### src/rtl/fetch_pkg.sv
// Shared fetch-stage constants: boot ROM window, NOP encoding and FSM states.
package fetch_pkg;

    localparam logic [31:0] RESET_VECTOR_DEFAULT = 32'hBFC00000;
    localparam logic [31:0] ROM_LAST_DEFAULT     = 32'hBFC00FFF;
    localparam logic [31:0] NOP_INSTR            = 32'h00000013;

    typedef enum logic [1:0] {
        ST_BOOT  = 2'd0,
        ST_RUN   = 2'd1,
        ST_FAULT = 2'd2
    } fetch_state_e;

endpackage

### src/rtl/if_id_reg.sv
// IF/ID pipeline register: flush loads a NOP bubble, stall holds, otherwise loads the fetch.
// One-cycle latency; flush has priority over stall.
module if_id_reg
    import fetch_pkg::*;
#(
    parameter int unsigned ADDRESS_WIDTH     = 32,
    parameter int unsigned INSTRUCTION_WIDTH = 32
) (
    input  logic                         clk,
    input  logic                         rst,
    input  logic                         stall,
    input  logic                         flush,
    input  logic [ADDRESS_WIDTH-1:0]     pc_f,
    input  logic [ADDRESS_WIDTH-1:0]     pc_plus4_f,
    input  logic [INSTRUCTION_WIDTH-1:0] instr_f,
    output logic [ADDRESS_WIDTH-1:0]     pc_d,
    output logic [ADDRESS_WIDTH-1:0]     pc_plus4_d,
    output logic [INSTRUCTION_WIDTH-1:0] instr_d,
    output logic                         valid_d
);

    localparam logic [INSTRUCTION_WIDTH-1:0] NOP = INSTRUCTION_WIDTH'(NOP_INSTR);

    logic [ADDRESS_WIDTH-1:0]     pc_q, pc_d_nxt;
    logic [ADDRESS_WIDTH-1:0]     pc_plus4_q, pc_plus4_d_nxt;
    logic [INSTRUCTION_WIDTH-1:0] instr_q, instr_d_nxt;
    logic                         valid_q, valid_d_nxt;

    always_comb begin
        pc_d_nxt       = pc_q;
        pc_plus4_d_nxt = pc_plus4_q;
        instr_d_nxt    = instr_q;
        valid_d_nxt    = valid_q;
        if (flush) begin
            pc_d_nxt       = '0;
            pc_plus4_d_nxt = '0;
            instr_d_nxt    = NOP;
            valid_d_nxt    = 1'b0;
        end else if (!stall) begin
            pc_d_nxt       = pc_f;
            pc_plus4_d_nxt = pc_plus4_f;
            instr_d_nxt    = instr_f;
            valid_d_nxt    = 1'b1;
        end
    end

    always_ff @(posedge clk) begin
        if (rst) begin
            pc_q       <= '0;
            pc_plus4_q <= '0;
            instr_q    <= NOP;
            valid_q    <= 1'b0;
        end else begin
            pc_q       <= pc_d_nxt;
            pc_plus4_q <= pc_plus4_d_nxt;
            instr_q    <= instr_d_nxt;
            valid_q    <= valid_d_nxt;
        end
    end

    assign pc_d       = pc_q;
    assign pc_plus4_d = pc_plus4_q;
    assign instr_d    = instr_q;
    assign valid_d    = valid_q;

endmodule

### src/rtl/pc_fetch_unit.sv
// Fetch stage: PC sequencing with redirect/stall, boot ROM bounds checking into a sticky
// FAULT state, and a count of valid instructions handed to decode. A = PCF combinationally.
module pc_fetch_unit
    import fetch_pkg::*;
#(
    parameter int unsigned              ADDRESS_WIDTH     = 32,
    parameter int unsigned              INSTRUCTION_WIDTH = 32,
    parameter logic [ADDRESS_WIDTH-1:0] RESET_VECTOR      = ADDRESS_WIDTH'(fetch_pkg::RESET_VECTOR_DEFAULT),
    parameter logic [ADDRESS_WIDTH-1:0] ROM_LAST          = ADDRESS_WIDTH'(fetch_pkg::ROM_LAST_DEFAULT)
) (
    input  logic                         clk,
    input  logic                         rst,
    input  logic                         StallF,
    input  logic                         StallD,
    input  logic                         FlushD,
    input  logic                         PCSrcE,
    input  logic [ADDRESS_WIDTH-1:0]     PCTargetE,
    output logic [ADDRESS_WIDTH-1:0]     A,
    input  logic [INSTRUCTION_WIDTH-1:0] RD,
    output logic [ADDRESS_WIDTH-1:0]     PCD,
    output logic [ADDRESS_WIDTH-1:0]     PCPlus4D,
    output logic [INSTRUCTION_WIDTH-1:0] InstrD,
    output logic                         ValidD,
    output logic                         FetchFault,
    output logic [31:0]                  InstrCount
);

    // Bounds are compared one bit wider so a PC+4 that wraps still reads as out of range.
    localparam logic [ADDRESS_WIDTH:0] ROM_LO_EXT = {1'b0, RESET_VECTOR};
    localparam logic [ADDRESS_WIDTH:0] ROM_HI_EXT = {1'b0, ROM_LAST} - (ADDRESS_WIDTH+1)'(3);

    fetch_state_e               state_q, state_d;
    logic [ADDRESS_WIDTH-1:0]   pc_q, pc_d;
    logic                       fault_q, fault_d;
    logic [31:0]                instr_count_q, instr_count_d;

    logic [ADDRESS_WIDTH:0]     pc_plus4_ext;
    logic [ADDRESS_WIDTH-1:0]   pc_plus4;
    logic                       target_bad;
    logic                       seq_overflow;
    logic                       d_flush;
    logic                       d_stall;

    assign pc_plus4_ext = {1'b0, pc_q} + (ADDRESS_WIDTH+1)'(4);
    assign pc_plus4     = pc_plus4_ext[ADDRESS_WIDTH-1:0];
    assign seq_overflow = pc_plus4_ext > ROM_HI_EXT;
    assign target_bad   = (PCTargetE[1:0] != 2'b00)
                       || ({1'b0, PCTargetE} < ROM_LO_EXT)
                       || ({1'b0, PCTargetE} > ROM_HI_EXT);

    always_comb begin
        state_d       = state_q;
        pc_d          = pc_q;
        fault_d       = fault_q;
        instr_count_d = instr_count_q;
        d_flush       = 1'b1;
        d_stall       = StallD;
        unique case (state_q)
            ST_BOOT: begin
                state_d = ST_RUN;
                pc_d    = RESET_VECTOR;
            end
            ST_RUN: begin
                d_flush = FlushD;
                if (PCSrcE) begin
                    if (target_bad) begin
                        state_d = ST_FAULT;
                        fault_d = 1'b1;
                        d_flush = 1'b1;
                    end else begin
                        pc_d = PCTargetE;
                    end
                end else if (!StallF) begin
                    // The last ROM word still goes to decode; only the step past it faults.
                    if (seq_overflow) begin
                        state_d = ST_FAULT;
                        fault_d = 1'b1;
                    end else begin
                        pc_d = pc_plus4;
                    end
                end
            end
            ST_FAULT: begin
                fault_d = 1'b1;
            end
            default: begin
                state_d = ST_FAULT;
                fault_d = 1'b1;
            end
        endcase
        if (!d_flush && !d_stall) begin
            instr_count_d = instr_count_q + 32'd1;
        end
    end

    always_ff @(posedge clk) begin
        if (rst) begin
            state_q       <= ST_BOOT;
            pc_q          <= RESET_VECTOR;
            fault_q       <= 1'b0;
            instr_count_q <= '0;
        end else begin
            state_q       <= state_d;
            pc_q          <= pc_d;
            fault_q       <= fault_d;
            instr_count_q <= instr_count_d;
        end
    end

    if_id_reg #(
        .ADDRESS_WIDTH     (ADDRESS_WIDTH),
        .INSTRUCTION_WIDTH (INSTRUCTION_WIDTH)
    ) u_if_id_reg (
        .clk        (clk),
        .rst        (rst),
        .stall      (d_stall),
        .flush      (d_flush),
        .pc_f       (pc_q),
        .pc_plus4_f (pc_plus4),
        .instr_f    (RD),
        .pc_d       (PCD),
        .pc_plus4_d (PCPlus4D),
        .instr_d    (InstrD),
        .valid_d    (ValidD)
    );

    assign A          = pc_q;
    assign FetchFault = fault_q;
    assign InstrCount = instr_count_q;

endmodule

### config.mk
export PLATFORM = sky130hd
export DESIGN_NAME = pc_fetch_unit
export DESIGN_NICKNAME = d
export VERILOG_FILES = /design/src/rtl/fetch_pkg.sv /design/src/rtl/if_id_reg.sv /design/src/rtl/pc_fetch_unit.sv
export SDC_FILE = /design/constraint.sdc
export NUM_CORES = 1
export LEC_CHECK = 0
export ABC_AREA = 1
export CAP_MARGIN = 20
export CORE_MARGIN = 2
export CORE_UTILIZATION = 52
export CTS_CLUSTER_DIAMETER = 120
export DETAILED_ROUTE_END_ITERATION = 12
export PLACE_DENSITY = 0.93
export REMOVE_ABC_BUFFERS = 1
export SYNTH_ARGS = -nofsm -noshare
export SYNTH_HDL_FRONTEND = slang
export SYNTH_SLANG_ARGS = --single-unit
### constraint.sdc
create_clock -name clk -period 4.68 [get_ports clk]
set_input_delay 0.702 -clock clk [delete_from_list [all_inputs] [get_ports clk]]
set_output_delay 0.702 -clock clk [all_outputs]
set_load 0.05 [all_outputs]
==> flow_summary.yaml, run 1 <==
run_status:
  outcome: "finished, final reports clean"
synthesis:
  avgSynthCellArea_um2: 6.54
  syn_area_um2: 7900
  synth_top_area_share_pct: 41.1
  synth_cells: 1208
  netlist_top_cells_area: "dfxtp_1 (41%), nand2_1 (16%), a21oi_1 (8.6%)"
  synth_top_area_cell: "dfxtp_1"
  ys_warn_count: 0
  synth-seq-area-share_pct: 41.1
  ys_types: 34
  ys_seq_elements: 162
timing:
  setup_violations: 0
  finalWorstPathRequiredPeriod_ps: 3520
  skew_ps: 9.15
  rsz0062_at_grt: "false"
  drv_slew: 0
  max_slew.worst_pin.slew_ps: 1130
  period_share_pct: 75.1
  relSlewSlack_pct: 24.5
  final.setup.tns_ps: 0
  finalHoldViolations: 0
  clock.fmax_ghz: 0.284
  timing.final.ws_setup_ps: 1160
routing:
  drc: 0
  dr_total_vias: 9121
  dr.pass1.iters: 7
  wl_per_cell_um: 16.3
  viasPerCell: 5.66
  wirelength_um: 26200
  ant_nets: 0
  dr.first_iter.drc_count: 1018
power:
  p_clk_share_pct: 35.5
  ir_worst_vdd_uv: 279
  power_switching_w: 0.00141
  seq_power_share_pct: 39.7
  p_int_w: 0.00247
  p_sw_share_pct: 36.2
  powerDensity_nw_per_um2: 357
  p_leak_nw: 4.07
  pwr-share-comb_pct: 24.8
cts:
  clock-sinks: 162
  clkLatencyLatePin_ps: 440
  cts_buffer_depth: 2
  ctsHoldBuffers: 0
  post_cts_resized: 0
  cts_tree: "built"
  numCtsBuffers: 17
  htreeDepth: 4
  post_cts_buffers: 0
  clk_pin_slew_ps: 70
  cts-root-buf: "clkbuf_16"
die:
  die_area_um2: 16200
  ios: 232
  core_um2: 15000
  die_h_um: 127
  num_rows: 45
  dieWidth_um: 127
  initial_core_util_pct: 52.5
setup_path:
  rr_worst_depth: 18
  reg2reg_to: "A[29]$_SDFFE_PP1P_"
  max_stage_delay_ps: 520
  cp_data_arrival_time_ps: 3830
  cp_slowest_cell: "dfxtp_1"
  startpoint_type: "register"
  endpoint_kind: "register"
  worst-path-max-fanout: 52
  path_class: "reg -> reg"
  r2r_slack_ps: 1160
  r2r-start: "A[2]$_SDFFE_PP0P_"
  cp_cell_sequence: "ha_1, nand2_1, nor2_4, nand2_1, o21ai_1, nand2_1, nor2_1, nand2_1, nand3_1, nand2_1, nand2_1, nand3_1, nand2_1, nand2_2, nand2_4, nand2_2, nand2_1, nand3_1"
  critPathMostFrequentCell: "nand2_1"
  crit_required_ps: 4990
cells_and_area:
  fillers: 1141
  nets: 1483
  final-seq-area_um2: 3240
  drive_gt1_share_pct: 4.64
  final_cells: 1611
  num_antenna_cells: 0
  syn_to_final_growth_pct: 37.4
  multi_input_area_um2: 4040
  final_core_util_pct: 72.2
worst_hold_path:
  worst_hold_path.num_cells: 2
  min_to: "u_if_id_reg.instr_d[20]$_SDFFE_PP0N_"
  min_path_type: "reg -> reg"
  hold_start: "u_if_id_reg.instr_d[20]$_SDFFE_PP0N_"
grt:
  grt_pass1_wl_um: 41000
  antenna_found_initial: 0
  grt_overflow: 0
  grt_pass1_vias: 8396
  track_usage_pct: 31.4
  grt_max_degree: 86
placement:
  place_ws_ps: 1030
  portBuffers: 231
  gp_congestion: 0.990
  dp_cells: 1579
  place_hpwl_um: 18600
flow_run:
  cap_violations: 0
-- worst max-delay path by stage --
stage,from,end,depth (start not counted)
after detailed placement,PCTargetE[25],InstrCount[8]$_SDFFE_PP0P_,13
after CTS,A[3]$_SDFFE_PP0P_,A[26]$_SDFFE_PP1P_,18
after floorplan,PCTargetE[16],A[22]$_SDFFE_PP1P_,6
after global routing,A[3]$_SDFFE_PP0P_,A[22]$_SDFFE_PP1P_,18
after global placement,PCTargetE[25],InstrCount[8]$_SDFFE_PP0P_,13
final,A[2]$_SDFFE_PP0P_,A[29]$_SDFFE_PP1P_,18
-- final cells by class --
type / instances / area share (%)
flip-flops and latches: 162 / 29.9
clock buffers: 17 / 3.92
well taps: 188 / 2.17
repair buffers: 242 / 22.0
multi-input cells: 891 / 37.2
inverters: 96 / 3.32
clock inverters: 15 / 1.49
-- flip-flops by register name (all words and copies together) (netlist names) --
register	count
state_q	2
u_if_id_reg.instr_d	32
u_if_id_reg.pc_d	32
FetchFault	1
u_if_id_reg.valid_d	1
A	32
u_if_id_reg.pc_plus4_d	30
InstrCount	32
-- power groups by stage --
stage | sequential (W) | combinational, W | clock [W]
after floorplan | 0.00173 | 0.000417 | 0
after global placement | 0.00156 | 0.000920 | 0
after detailed placement | 0.00156 | 0.000937 | 0
after CTS | 0.00153 | 0.000947 | 0.00138
after global routing | 0.00155 | 0.00103 | 0.00144
final | 0.00154 | 0.000962 | 0.00138
-- layer usage --
layer / part of all wire [%] / up-vias / wire [µm] / global-route usage, %
li1: - / 4305 / - / -
met5: 0 / - / 0 / 0
met1: 39 / 4177 / 10200 / 37.7
met2: 47 / 513 / 12300 / 52.2
met4: 5.2 / 0 / 1370 / 18.1
met3: 9.2 / 126 / 2410 / 6.91
-- worst max-delay path: cells and delay by family (launching register included) --
kind / cells / cell delay (ps)
and+or+nand+nor: 16 / 2360
adders and majority gates: 1 / 250
AOI/OAI and AO/OA: 1 / 230
DFF: 1 / 520
-- cells in the final DEF (no fill, tap or decap), types with 3 or more instances in the layout --
cell               n
a21oi_1          135
nand2_1          345
buf_4             12
o21ai_0           42
inv_1             91
xnor2_1            8
nand4_1           16
ha_1               3
nor3b_1            4
inv_2              4
dfxtp_1          162
xor2_1             9
nor4_1             7
nor2_1           175
nand3_1           81
clkinv_8           3
nor2_2             6
clkbuf_16         17
clkdlybuf4s50_1  230
nand2_2            3
nor3_1            28
a22oi_1            9
inv_8              4
a31oi_1            6
nor2_4             3
inv_6              5
-- through the flow --
step                      hold slack, ps  cell area [µm²]  power, W
after floorplan                      584             7620   0.00215
after CTS                            466            10900   0.00385
after global placement               441            10300   0.00248
after global routing                 479            10900   0.00402
after detailed placement             456            10300   0.00250
final                                462            10900   0.00388
-- logic make-up after synthesis --
logic type / after synthesis / synth area share, %
AND/OR/NAND/NOR: 671 / 35.3
buffers and inverters: 155 / 8.02
AO/OA/AOI/OAI: 200 / 13.3
XOR/XNOR: 17 / 1.89
adder cells (fa/ha/maj): 3 / 0.475
flip-flops: 162 / 41.1
-- Yosys cell counts --
cell type  number
inv_2           3
nor4_1          7
or2_2           2
dfxtp_1       162
nand3_1        81
o21ai_0        42
buf_4           5
nor3b_1         4
o22ai_1         2
buf_1           4
nor2_2          6
inv_1          92
nor2_1        175
xor2_1          9
o21ai_1         1
buf_6           4
clkinv_1        1
a21oi_2         1
nor2_4          3
nor3_1         28
a31oi_1         7
nand2_1       345
ha_1            3
o21a_1          1
nand2_4         1
buf_2           2
clkbuf_1       44
nand2_2         3
o21ba_2         1
xnor2_1         8
a22oi_1         9
o21bai_1        1
nand4_1        16
a21oi_1       135
(Power assumes the default switching activity.)
==> run 2, diff against run 1 <==
- CORE_UTILIZATION: 52 -> 43
- PLACE_DENSITY: 0.93 -> 0.83
- clock period: 4.68 -> 2.8 ns (I/O delays scaled with it)
==> run 2 against run 1 <==
Net effect:
- non-clock buffer count up 54
- highest routed layer is now met5
- clock-buffer cell count unchanged
- utilization is 8.2 points lower
- setup slack worse by 1000 ps
- largest power group unchanged
- maximum frequency rose by 32%
- wire length is 2.3% higher
- clock skew increased by 1.0 ps
- worst hold slack lost 89 ps
- sequential cell count unchanged
==> flow_summary.yaml, run 2 (synthesis results as in run 1) <==
timing:
  period_share_pct: 94.9
  timing.final.ws_setup_ps: 142
  finalHoldViolations: 0
  skew_ps: 10.2
  clock.fmax_ghz: 0.376
  drv_slew: 0
  relSlewSlack_pct: 60.3
  setup_violations: 0
  max_slew.worst_pin.slew_ps: 593
  finalWorstPathRequiredPeriod_ps: 2660
setup_path:
  endpoint: "A[20]$_SDFFE_PP0P_"
  startpoint_type: "register"
  cp-startpoint: "A[10]$_SDFFE_PP0P_"
  critical-path-top-delay-family: "simple AND/OR/NAND/NOR gates"
  worst-path-max-fanout: 6
  path_buf_inv: 1
  reg2reg_to: "A[20]$_SDFFE_PP0P_"
  critPathMostFrequentCell: "nand2_1"
  cp_data_arrival_time_ps: 2970
  cp_slowest_cell: "dfxtp_1"
  cp.depth: 18
  r2r_slack_ps: 140
  path_class: "reg -> reg"
  r2r-start: "A[10]$_SDFFE_PP0P_"
  crit_required_ps: 3120
  endpoint_kind: "register"
  max_stage_delay_ps: 400
  cp_cell_sequence: "nand2_1, nor2_2, nand2_1, nor2_1, nand2_1, nand2_1, nand2_1, nor2_1, nand2_1, nor2_2, nand3_1, nand3_1, nand2_1, nand2_2, nand2_4, buf_4, a21oi_1, nor2_1"
  rr_worst_depth: 18
cts:
  post_cts_resized: 0
  cts_tree: "built"
  clkLatencyLatePin_ps: 430
  cts-root-buf: "clkbuf_16"
  clk_pin_slew_ps: 80
  cts_buffer_depth: 2
  clock-sinks: 162
  ctsHoldBuffers: 0
  post_cts_buffers: 0
  numCtsBuffers: 17
  htreeDepth: 4
cells_and_area:
  final_core_util_pct: 64.0
  fin_area_um2: 11500
  num_antenna_cells: 0
  syn_to_final_growth_pct: 45.6
  drive_gt1_share_pct: 10.3
  final_cell_mix: "nand2_1 (339), clkdlybuf4s50_1 (230), nor2_1 (158), dfxtp_1 (157), a21oi_1 (135)"
  nets: 1537
  layout_commonest_cell: "nand2_1"
placement:
  gp_congestion: 0.966
  place_ws_ps: -28.5
  placed_area_um2: 10800
  portBuffers: 231
  place_hpwl_um: 20000
die:
  dieWidth_um: 140
  die_h_um: 140
  initial_core_util_pct: 44.0
  ios: 232
  die_area_um2: 19500
  core_um2: 18000
  num_rows: 49
power:
  ir_worst_vdd_uv: 476
  p_leak_nw: 4.40
  powerDensity_nw_per_um2: 578
grt:
  track_usage_pct: 27.2
  grt_overflow: 0
  antenna_found_initial: 1
  grt_pass1_wl_um: 42800
  grt_pass1_vias: 8570
  grt_max_degree: 42
routing:
  dr.pass1.iters: 5
  ant_nets: 0
  wirelength_um: 26800
  viasPerCell: 5.34
  dr.first_iter.drc_count: 686
  drc: 0
  wl_per_cell_um: 15.7
  dr_total_vias: 9108
run_status:
  outcome: "finished, final reports clean"
flow_run:
  cap_violations: 0
worst_hold_path:
  min_path_type: "in -> reg"
[run 2: metrics by stage]
stage	TNS, ps	power, W	hold slack (ps)	cells
after CTS	0	0.00661	353	1706
after detailed placement	-47.8	0.00431	452	1674
final	0	0.00664	373	1706
after floorplan	-16120	0.00360	489	1149
after global placement	-82.1	0.00429	442	1674
after global routing	-40.0	0.00692	363	1706
[run 2: worst min-delay path by stage]
| stage | start | endpoint | slack [ps] | cells past startpoint |
|---|---|---|---|---|
| after global routing | StallD | u_if_id_reg.pc_plus4_d[10]$_SDFFE_PP0N_ | 360 | 3 |
| after detailed placement | FetchFault$_SDFFE_PP0P_ | FetchFault$_SDFFE_PP0P_ | 450 | 2 |
| final | StallD | u_if_id_reg.pc_plus4_d[11]$_SDFFE_PP0N_ | 370 | 3 |
| after global placement | FetchFault$_SDFFE_PP0P_ | FetchFault$_SDFFE_PP0P_ | 440 | 2 |
| after CTS | StallD | u_if_id_reg.pc_plus4_d[11]$_SDFFE_PP0N_ | 350 | 3 |
| after floorplan | rst | FetchFault$_SDFFE_PP0P_ | 490 | 1 |
[run 2: routing by layer]
layer  vias to the layer above  wire, µm  share of wire, %  global-route usage (%)
met3                        78      2340               8.7                    6.16
met2                       429     12600                47                    45.2
met4                         2      1040               3.9                    13.2
met5                         -        12             0.045                       0
met1                      4176     10800                40                    33.2
li1                       4423         -                 -                       -
[run 2: report_power, final]
group          total, W  switching (W)  internal [W]
Sequential      0.00253       0.000124       0.00241
Combinational   0.00181        0.00116      0.000648
Clock           0.00230        0.00110       0.00120
[run 2: layout make-up]
type	instances	area, µm²
fillers	1597	6460
clock buffers	17	425
repair buffers	296	2860
well taps	229	287
clock inverters	15	164
multi-input cells	891	4150
inverters	96	360
flip-flops and latches	162	3250
[run 2: worst reg2reg max path, cell delays in order (launching register included)]
cell and delay (ps):
dfxtp_1 400, nand2_1 180, nor2_2 190, nand2_1 140, nor2_1 210, nand2_1 80
nand2_1 70, nand2_1 120, nor2_1 120, nand2_1 80, nor2_2 120, nand3_1 90
nand3_1 70, nand2_1 80, nand2_2 80, nand2_4 80, buf_4 180, a21oi_1 170
nor2_1 90
==> run 3, diff against run 2 <==
- CORE_UTILIZATION: 43 -> 52
- GPL_ROUTABILITY_DRIVEN: not set -> 0
- GPL_TIMING_DRIVEN: not set -> 0
- PLACE_DENSITY: 0.83 -> 0.93
- clock period: 2.8 -> 3.1 ns (I/O delays scaled with it)
==> run 3 against run 2 <==
Net effect:
- largest cell class unchanged
- final area fell by 3.3%
- setup slack got worse by 90 ps
- wire length fell by 0.24%
- global-route usage rose by 4.8 points
- register-to-register slack got worse by 90 ps
- critical endpoint is now A[16]$_SDFFE_PP0P_
- highest routed layer is now met4
- non-clock buffer count fell by 51
- maximum frequency fell by 13%
- die area fell by 17%
- utilization rose by 10 points
- sequential share of layout area rose by 0.98 points
- first-iteration DRC count rose by 81%
==> flow_summary.yaml, run 3 (synthesis results as in run 1) <==
routing:
  dr.first_iter.drc_count: 1244
  wl_per_cell_um: 16.5
  dr.pass1.iters: 7
  ant_nets: 0
  dr_total_vias: 9206
  highest_layer: "met4"
  wl_met3_um: 2960
  drc: 0
  met1_length_um: 9790
  wirelength_um: 26800
  viasPerCell: 5.69
  wl_met2_um: 12800
cts:
  htreeDepth: 4
  clkLatencyLatePin_ps: 440
  clk_pin_slew_ps: 70
  numCtsBuffers: 17
  cts_tree: "built"
  cts_buffer_depth: 2
  cts-root-buf: "clkbuf_16"
  clock-sinks: 162
die:
  core_um2: 15000
  ios: 232
  num_rows: 45
  die_area_um2: 16200
  dieWidth_um: 127
  initial_core_util_pct: 52.5
  die_h_um: 127
timing:
  relSlewSlack_pct: 29.4
  period_share_pct: 98.3
  finalWorstPathRequiredPeriod_ps: 3050
  clock.fmax_ghz: 0.328
  setup_violations: 0
  timing.final.ws_setup_ps: 51.3
  finalHoldViolations: 0
  max_slew.worst_pin.slew_ps: 1060
  skew_ps: 14.0
  drv_slew: 0
  rsz0062_at_grt: "true"
grt:
  grt_max_degree: 84
  track_usage_pct: 31.9
  grt_overflow: 0
  grt_pass1_vias: 8396
  grt_pass1_wl_um: 41500
  antenna_found_initial: 0
placement:
  portBuffers: 231
  place_ws_ps: -1030
  dp_cells: 1575
  place_hpwl_um: 18100
setup_path:
  startpoint_type: "register"
  endpoint_kind: "register"
  cp_data_arrival_time_ps: 3370
  path_class: "reg -> reg"
  cp-startpoint: "A[9]$_SDFFE_PP0P_"
  r2r-start: "A[9]$_SDFFE_PP0P_"
  worst-path-max-fanout: 13
  crit_required_ps: 3420
cells_and_area:
  final_cell_mix: "nand2_1 (344), clkdlybuf4s50_1 (230), nor2_1 (169), dfxtp_1 (158), a21oi_1 (135)"
  nets: 1491
  final_cells: 1619
  layout_commonest_cell: "nand2_1"
  multi_input_area_um2: 4160
  drive_gt1_share_pct: 6.43
  num_antenna_cells: 0
  final-seq-area_um2: 3250
  fillers: 1080
  final_core_util_pct: 74.0
  syn_to_final_growth_pct: 40.9
run_status:
  outcome: "finished, final reports clean"
power:
  ir_worst_vdd_uv: 437
  p_leak_nw: 4.17
  powerDensity_nw_per_um2: 541
worst_hold_path:
  hold_start: "FetchFault$_SDFFE_PP0P_"
  min_path_type: "reg -> reg"
flow_run:
  cap_violations: 0
[run 3: repair_timing]
item                       4_1_cts  5_1_grt
gates cloned                     3        2
setup endpoints to repair       42       34
pin swaps                        2        5
resized for setup                8       15
hold buffers                     0        0
buffers inserted                 0        7
[run 3: critical path: stages (launching register included)]
cell and delay (ps):
dfxtp_1 480, nand2_1 190, nor2_1 290, nand2_1 180, nor2_4 200, nand3_1 130
nand2_1 90, inv_1 80, nor2_2 220, nand3_1 130, nand2_1 80, nand2_1 50
nand3_1 80, nand2_1 110, nand2_4 190, nand2_4 180, a21oi_1 190, nor2_1 70
[run 3: final timing paths]
path                        endpoint  slack, ps  cells after the start
max               A[16]$_SDFFE_PP0P_         50                     17
min          FetchFault$_SDFFE_PP0P_        450                      2
max reg2reg       A[16]$_SDFFE_PP0P_         50                     17
min reg2reg  FetchFault$_SDFFE_PP0P_        450                      2
[run 3: area by class of cell]
cell class | instances | area share, %
Clock buffer | 17 | 3.82
Timing Repair Buffer | 245 | 22.6
Timing Repair inverter | 1 | 0.0450
Tap cell | 188 | 2.11
Inverter | 96 | 3.27
Sequential cell | 162 | 29.2
Multi-Input combinational cell | 895 | 37.4
Clock inverter | 15 | 1.51
[run 3: per-layer routing]
metal	vias up	track usage [%]
met1	4138	37.4
li1	4332	-
met5	-	0
met2	599	54.5
met3	137	7.91
met4	0	16.2
[run 3: power breakdown]
| part | internal [W] | leakage (nW) | switching (W) |
|---|---|---|---|
| logic | 0.000517 | 2.57 | 0.00104 |
| clock network | 0.00121 | 0.286 | 0.000938 |
| registers | 0.00218 | 1.31 | 0.000144 |
[run 3: metrics by stage]
stage | power (W) | setup TNS [ps] | cell area [µm²] | hold WS, ps
after floorplan | 0.00325 | -8470 | 7620 | 534
after detailed placement | 0.00378 | -34740 | 10300 | 445
after CTS | 0.00593 | 0 | 11000 | 453
after global routing | 0.00623 | -587 | 11100 | 465
after global placement | 0.00373 | -399180 | 10200 | 442
final | 0.00602 | 0 | 11100 | 455
